### config.mk
export PLATFORM = sky130hd
export DESIGN_NAME = rst_seq_flat
export DESIGN_NICKNAME = d
export VERILOG_FILES = /design/src/rtl/rst_seq_if.sv /design/src/rtl/rst_seq.sv /design/src/flat_wrapper.sv
export SDC_FILE = /design/constraint.sdc
export NUM_CORES = 1
export LEC_CHECK = 0
export CORE_UTILIZATION = 49
export CTS_BUF_LIST = sky130_fd_sc_hd__clkbuf_8
export DETAILED_ROUTE_END_ITERATION = 16
export PLACE_DENSITY = 0.82
export SETUP_SLACK_MARGIN = 0.02
export SLEW_MARGIN = 20
export SYNTH_ARGS = -nofsm -noshare
export SYNTH_HDL_FRONTEND = slang
export SYNTH_SLANG_ARGS = --single-unit
### constraint.sdc
create_clock -name clk -period 3.1 [get_ports clk]
set_clock_uncertainty 0.2 [all_clocks]
set_input_delay 0.62 -clock clk [delete_from_list [all_inputs] [get_ports clk]]
set_output_delay 0.62 -clock clk [all_outputs]
set_load 0.02 [all_outputs]
### src/rtl/rst_seq_if.sv
// rst_seq_if: zero-wait register bus into rst_seq.
// Master drives stb/we/addr/data_in; slave returns data_out/ack.
interface rst_seq_if;
  logic        stb;
  logic        we;
  logic        addr;
  logic [31:0] data_in;
  logic [31:0] data_out;
  logic        ack;

  modport master (
    output stb, we, addr, data_in,
    input  data_out, ack
  );

  modport slave (
    input  stb, we, addr, data_in,
    output data_out, ack
  );
endinterface

### src/rtl/rst_seq.sv
// rst_seq: reset sequencer with cause capture and hold timer.
// Ports: clk, rst (sync, active-high), bus (rst_seq_if.slave:
// CTRL addr 0, CAUSE addr 1), sys_rst_req, wdog_req, btn_in (async),
// rst_out. Define RST_SEQ_DEBOUNCE_EN to debounce the button.
module rst_seq #(
  parameter int HOLD_CYCLES   = 16,
  parameter int DEBOUNCE_BITS = 4
) (
  input  logic     clk,
  input  logic     rst,
  rst_seq_if.slave bus,
  input  logic     sys_rst_req,
  input  logic     wdog_req,
  input  logic     btn_in,
  output logic     rst_out
);

  typedef enum logic [1:0] {
    IDLE,
    HOLD,
    WAIT_CLR
  } state_t;

  localparam logic [15:0] HOLD_LAST = 16'(HOLD_CYCLES - 1);

  state_t      state_q, state_d;
  logic [15:0] hold_q, hold_d;
  logic [3:0]  last_q;
  logic [3:0]  sticky_q;
  logic [15:0] count_q;

  logic        btn_s1, btn_s2;
  logic        btn_evt;
  logic        wr_ctrl, wr_cause, rd;
  logic        sw_req;
  logic [3:0]  src;
  logic        capture;
  logic [3:0]  sticky_kept;
  logic        unused_ok;

  always_ff @(posedge clk) begin
    if (rst) begin
      btn_s1 <= 1'b0;
      btn_s2 <= 1'b0;
    end else begin
      btn_s1 <= btn_in;
      btn_s2 <= btn_s1;
    end
  end

`ifdef RST_SEQ_DEBOUNCE_EN
  // Counter parks at all-ones once fired; only a release re-arms.
  logic [DEBOUNCE_BITS-1:0] db_cnt;
  logic                     db_fired;

  assign btn_evt = btn_s2 && !db_fired && (&db_cnt);

  always_ff @(posedge clk) begin
    if (rst) begin
      db_cnt   <= '0;
      db_fired <= 1'b0;
    end else if (!btn_s2) begin
      db_cnt   <= '0;
      db_fired <= 1'b0;
    end else if (btn_evt) begin
      db_fired <= 1'b1;
    end else if (!db_fired) begin
      db_cnt <= db_cnt + 1'b1;
    end
  end

  assign unused_ok = ^bus.data_in[31:4];
`else
  logic btn_d;

  always_ff @(posedge clk) begin
    if (rst) btn_d <= 1'b0;
    else     btn_d <= btn_s2;
  end

  assign btn_evt   = btn_s2 & ~btn_d;
  assign unused_ok = ^{bus.data_in[31:4], DEBOUNCE_BITS != 0};
`endif

  assign wr_ctrl  = bus.stb & bus.we & ~bus.addr;
  assign wr_cause = bus.stb & bus.we & bus.addr;
  assign rd       = bus.stb & ~bus.we;
  assign sw_req   = wr_ctrl & bus.data_in[0];

  assign src     = {btn_evt, wdog_req, sys_rst_req, sw_req};
  assign capture = (state_q == IDLE) && (|src);

  // W1C first, then any new capture ORs back in so capture wins.
  assign sticky_kept =
    wr_cause ? (sticky_q & ~bus.data_in[3:0]) : sticky_q;

  always_comb begin
    state_d = state_q;
    hold_d  = hold_q;
    unique case (state_q)
      IDLE: begin
        if (|src) begin
          state_d = HOLD;
          hold_d  = '0;
        end
      end
      HOLD: begin
        if (hold_q == HOLD_LAST) state_d = WAIT_CLR;
        else                     hold_d  = hold_q + 16'd1;
      end
      WAIT_CLR: begin
        if (!sys_rst_req && !wdog_req && !btn_s2)
          state_d = IDLE;
      end
      default: begin
        state_d = HOLD;
        hold_d  = '0;
      end
    endcase
  end

  always_ff @(posedge clk) begin
    if (rst) begin
      state_q <= HOLD;
      hold_q  <= '0;
    end else begin
      state_q <= state_d;
      hold_q  <= hold_d;
    end
  end

  always_ff @(posedge clk) begin
    if (rst) begin
      last_q   <= '0;
      sticky_q <= '0;
      count_q  <= '0;
    end else begin
      sticky_q <= sticky_kept | (capture ? src : 4'h0);
      if (capture) begin
        last_q <= src;
        if (count_q != 16'hFFFF) count_q <= count_q + 16'd1;
      end
    end
  end

  assign rst_out = (state_q == HOLD);
  assign bus.ack = bus.stb;

  always_comb begin
    bus.data_out = '0;
    unique case (1'b1)
      rd && !bus.addr:
        bus.data_out = {count_q, 12'h000, last_q};
      rd && bus.addr:
        bus.data_out = {28'h0, sticky_q};
      default: ;
    endcase
  end

endmodule
### src/flat_wrapper.sv
// flat-port wrapper written by rule: the top's interface ports become plain ports
module rst_seq_flat 
#(
  parameter int HOLD_CYCLES   = 16,
  parameter int DEBOUNCE_BITS = 4
)
  (clk, rst, sys_rst_req, wdog_req, btn_in, rst_out, bus_stb, bus_we, bus_addr, bus_data_in, bus_data_out, bus_ack);
  rst_seq_if bus_i ();
  input  logic clk;
  input  logic rst;
  input  logic sys_rst_req;
  input  logic wdog_req;
  input  logic btn_in;
  output logic rst_out;
  input wire logic [$bits(bus_i.stb)-1:0] bus_stb;
  input wire logic [$bits(bus_i.we)-1:0] bus_we;
  input wire logic [$bits(bus_i.addr)-1:0] bus_addr;
  input wire logic [$bits(bus_i.data_in)-1:0] bus_data_in;
  output wire logic [$bits(bus_i.data_out)-1:0] bus_data_out;
  output wire logic [$bits(bus_i.ack)-1:0] bus_ack;
  assign bus_i.stb = bus_stb;
  assign bus_i.we = bus_we;
  assign bus_i.addr = bus_addr;
  assign bus_i.data_in = bus_data_in;
  assign bus_data_out = bus_i.data_out;
  assign bus_ack = bus_i.ack;
  rst_seq #(.HOLD_CYCLES(HOLD_CYCLES), .DEBOUNCE_BITS(DEBOUNCE_BITS)) u_core (.clk(clk), .rst(rst), .bus(bus_i), .sys_rst_req(sys_rst_req), .wdog_req(wdog_req), .btn_in(btn_in), .rst_out(rst_out));
endmodule
-- Yosys cells after proc, flatten, opt, wreduce, memory -nomap -nowiden
Cells that the tools add are included.
- reductions and logical operators: 14
- muxes and demuxes: 10
- bitwise gates (word level): 13
- $add $sub $neg: 2
- eq/ne operators: 8
- operator list (operator ; count):
    $pmux 32 s2 ; 1
    $pmux 16 s3 ; 1
    $add 16x1->16 const B ; 2
    $mux 16 ; 2
    $eq 16x4->1 const B ; 1
    $ne 16x16->1 const B ; 1
    $mux 4 ; 2
    $and 1x1->1 ; 6
    $mux 2 ; 3
    $pmux 2 s3 ; 1
    $reduce_and 3->1 ; 2
    $logic_and 1x1->1 ; 5
    $and 4x4->4 ; 1
    $logic_not 1->1 ; 4
    $ne 2x1->1 const B ; 2
    $ne 2x2->1 const B ; 2
    $not 1->1 ; 4
    $not 4->4 ; 1
    $or 4x4->4 ; 1
    $reduce_or 4->1 ; 1
    $eq 2x1->1 const B ; 1
    $eq 2x2->1 const B ; 1
    $logic_not 2->1 ; 1
    $reduce_and 2->1 ; 1
- word-level logic and storage cells: 55
- output and inout port bits: 34
- bits in registers: 45
- input bits: 40

-- Depth between registers and ports, before layout
- word-level depth: 7
- depth in mapped cells: 8
- mapped depth without buffers: 6

-- Least setup slack after synthesis
OpenSTA, ideal clock, no wires.
- path type: input-to-reg
- start point: input port bus_addr
- end point: register u_core.count_q[12]
- slack: 0.682 ns
- library setup time: 0.123 ns
- required time: 2.777 ns
- path buffers: 1
- data arrival time: 2.095 ns
- cell stages on the path: 6
- path through: and4b_1 o31ai_2 or3_1 clkbuf_2 nor4_1 mux2_1
- longest elaborated chain between the ends: 6
- RTL lines (item ; line ; RTL):
    from (decl) ; flat_wrapper.sv:17 ; input wire logic [$bits(bus_i.addr)-1:0] bus_addr;
    $not 1->1 ; rst_seq.sv:85 ; assign wr_ctrl = bus.stb & bus.we & ~bus.addr;
    $and 1x1->1 ; rst_seq.sv:85 ;
    $and 1x1->1 ; rst_seq.sv:88 ; assign sw_req = wr_ctrl & bus.data_in[0];
    $reduce_or 4->1 ; rst_seq.sv:91 ; assign capture = (state_q == IDLE) && (|src);
    $logic_and 1x1->1 ; rst_seq.sv:91 ;
    $reduce_and 2->1 (no line) ; -- ;
    to (signal assigned) ; rst_seq.sv:141 ; if (count_q != 16'hFFFF) count_q <= count_q + 16'd1;
    to (decl) ; rst_seq.sv:30 ; logic [15:0] count_q;
No other way between the ends.
A chain may end at the register's enable or synchronous reset.

-- Final worst setup path
- start point: input port bus_stb
- end point: output port bus_data_out[26]
- longest elaborated chain between the ends: 3
- elaborated cells between the ends (all ways): 4
- classes of those cells: mux (1); bitwise (1); reduce/logical (2)
- RTL lines (item ; line ; RTL):
    from (decl) ; flat_wrapper.sv:15 ; input wire logic [$bits(bus_i.stb)-1:0] bus_stb;
    $and 1x1->1 (*) ; rst_seq.sv:87 ; assign rd = bus.stb & ~bus.we;
    $logic_and 1x1->1 (on tied branches) ; rst_seq.sv:154, rst_seq.sv:152 ;
    $pmux 32 s2 (*) ; rst_seq.sv:151 ; unique case (1'b1)
    to (decl) ; flat_wrapper.sv:19 ; output wire logic [$bits(bus_i.data_out)-1:0] bus_data_out;
Every way passes the cells marked *; elsewhere a longest branch is shown, timed or not.

==> impl_metrics.yaml <==
run_status:
  status: "finished clean"
power:
  pwr-share-clk: 0.404
  comb_power_share: 0.066
  powerDensity_nw_per_um2: 358.2
  leakage_nw: 1.337
  seq_power_share: 0.530
  p_switching_w: 0.0002598
  internal_power_w: 0.0008516
  switching_share: 0.2338
  max-vdd-ir-drop_mv: 0.2867
clock_network:
  clkTransAtPathRegs_ns: 0.09
  htree_num_levels: 2
  clock-sinks: 45
  cts_setup_buffers: 0
  numCtsBuffers: 5
  cts-root-buf: "clkbuf_8"
  clockBufferDepth: 2
  clk_latency_ns: 0.30
  cts_tree: "yes"
finish:
  seq_area_um2: 900.9
  diodes: 0
  nNetsFinal: 408
  layoutNonFillerInstCount: 431
  fillers: 417
  area_delta_synth_final_pct: 21.45
  layout-drive-gt1-share: 0.06868
  multi_input_area_um2: 1510
logic_synthesis:
  synth-edff-count: 0
  synth_top_family_by_area: "simple AND/OR/NAND/NOR gates"
  synth_cell_types: 43
  synthMuxAreaShare: 0.03183
  yosys.area_share.simple: 0.3511
  ys_seq_area_frac: 0.3526
  syn_area_um2: 2555
  synth-compound-area-share: 0.1317
  syn_avg_cell_area_um2: 7.813
  synthFlopType: "dfxtp_1"
  ys_warn_count: 0
  netlist_instances: 327
  synth_fa_ha_area_frac: 0.02449
  ys_ff_latch: 45
  synth_xor_xnor_area_share: 0.03428
  async_flop_share: 0
setup_path:
  crit_type: "in -> out"
  critical_path_arrival_ns: 2.16
  setup.worst_path.start_class: "input pin"
  endpoint_kind: "output port"
  cp.required_ns: 2.28
  critPathMaxFanout: 7
placement:
  place_congestion: 0.8247
  post-dp-hpwl_um: 4152
  dp_cells: 423
  port_buffers: 33
routing:
  post-route-drc-count: 0
  vias: 2447
  totalWireLength_um: 5850
  vias_per_cell: 5.677
  dr.pass1.iters: 5
  drtIter0Drc: 184
  ant_nets: 0
  routedWlPerCell_um: 13.57
hold_path:
  hp-class: "reg -> reg"
timing:
  finalSetupViolCount: 0
  tightest_slew_ns: 0.9042
  fin_tns_setup_ns: 0
  finalCriticalPeriod_ns: 2.975
  slew_headroom: 0.3922
  finalMaxSlewViolations: 0
  period_share: 0.9598
  hold_viol_final: 0
  fmax_mhz: 336.1
  grt_setup_unrepaired: "false"
floorplan:
  die-height_um: 74.21
  ios: 74
  row_count: 25
  die_area_um2: 5507
  core-area_um2: 4880
  start_util: 0.5236
  die_w_um: 74.21
grt:
  grt_antenna_before_repair: 0
  grt_max_degree: 41
  overflow: 0
  grt_pass1_wl_um: 9666
  grt_usage: 0.2250
  grt_pass1_vias: 2220
flow_run:
  cap_violations: 0
## power by group through the flow
stage               registers, W  logic [W]  clock network [W]
global placement        0.000601  0.0000716                  0
finish                  0.000589  0.0000737           0.000449
floorplan               0.000600  0.0000556                  0
global route            0.000590  0.0000807           0.000478
CTS                     0.000589  0.0000734           0.000454
detailed placement      0.000602  0.0000730                  0
## path summary, 6_finish.rpt
check,start,end,slack (ns),depth (start not counted)
max,bus_stb,bus_data_out[26],0.12,5
min,u_core.btn_s1$_SDFF_PP0_,u_core.btn_s2$_SDFF_PP0_,0.25,1
min reg2reg,u_core.btn_s1$_SDFF_PP0_,u_core.btn_s2$_SDFF_PP0_,0.25,1
max reg2reg,u_core.count_q[0]$_SDFFE_PP0P_,u_core.count_q[4]$_SDFFE_PP0P_,0.52,6
## timing repair
item | CTS | global route
setup endpoints to repair | 0 | 14
hold buffers | 0 | 0
resized for setup | 0 | 14
## state kept, by name (all words and copies together), names as in the netlist
| register | flops |
|---|---|
| u_core.last_q | 4 |
| u_core.state_q | 2 |
| u_core.btn_s2 | 1 |
| u_core.hold_q | 16 |
| u_core.btn_s1 | 1 |
| u_core.btn_d | 1 |
| u_core.sticky_q | 4 |
| u_core.count_q | 16 |
## per-layer routing
layer / routed length [um] / GRT usage / part of all wire / vias up
li1: - / - / - / 1229
met1: 2732 / 0.2776 / 0.47 / 1153
met2: 2857 / 0.3889 / 0.49 / 58
met3: 205 / 0.04743 / 0.035 / 7
met4: 55 / 0.07757 / 0.0094 / 0
met5: 0 / 0 / 0 / -
## synthesized netlist by cell type (3+ instances only)
library cell / instances / share of area
a21oi_1: 23 / 0.045
a31oi_1: 8 / 0.020
and2_1: 16 / 0.039
and3_1: 7 / 0.017
and4_1: 6 / 0.021
buf_4: 13 / 0.038
clkbuf_1: 14 / 0.021
dfxtp_1: 45 / 0.35
ha_1: 5 / 0.024
inv_1: 7 / 0.010
mux2i_1: 7 / 0.027
nand2_1: 33 / 0.048
nand3_1: 19 / 0.037
nand4_1: 9 / 0.022
nor2_1: 25 / 0.037
nor2b_1: 5 / 0.012
nor3_1: 14 / 0.027
nor4_1: 9 / 0.022
o21ai_0: 11 / 0.022
o31ai_1: 3 / 0.0088
or3_1: 5 / 0.012
or4_1: 6 / 0.018
xnor2_1: 10 / 0.034
## cells in the final DEF (no fill, tap or decap), types with 9 or more instances in the layout
cell	count
a21oi_1	23
and2_1	16
buf_4	14
clkdlybuf4s50_1	19
conb_1	12
dfxtp_1	45
dlymetal6s2s_1	14
nand2_1	33
nand3_1	19
nand4_1	9
nor2_1	25
nor3_1	14
nor4_1	9
o21ai_0	11
xnor2_1	10
## final cells by class
class / count / area share
Clock buffer: 5 / 0.02218
Clock inverter: 3 / 0.01371
Timing Repair Buffer: 47 / 0.1516
Multi-Input combinational cell: 257 / 0.4867
Sequential cell: 45 / 0.2903
Tap cell: 67 / 0.02702
Inverter: 7 / 0.008468
## critical path, cell delays in order
cell	delay, ns
clkdlybuf4s50_1	0.51
nand2b_1	0.08
buf_4	0.16
nor3_1	0.14
clkdlybuf4s50_1	0.64
## stage by stage
step | hold WS (ns) | setup slack (ns) | instance area, um2 | utilization | total power, W
2_1_floorplan | 0.2138 | 0.6818 | 2596 | - | 0.0006560
3_3_place_gp | 0.2173 | 0.07336 | 2957 | 0.6059 | 0.0006730
3_5_place_dp | 0.2270 | 0.04544 | 2957 | 0.6059 | 0.0006753
4_1_cts | 0.2487 | 0.05275 | 3068 | 0.6287 | 0.001116
5_1_grt | 0.2567 | 0.06700 | 3103 | 0.6359 | 0.001149
6_report | 0.2460 | 0.1247 | 3103 | 0.6359 | 0.001111
## cell families (layout without fill, tap and decap cells)
group                    after synthesis  after routing
AND/OR/NAND/NOR                      166            166
adder cells (fa/ha/maj)                5              5
other                                  1             12
buffers and inverters                 36             62
AO/OA/AOI/OAI                         56             56
XOR/XNOR                              10             10
flip-flops                            45             45
multiplexers                           8              8
(Power assumes the default switching activity.)
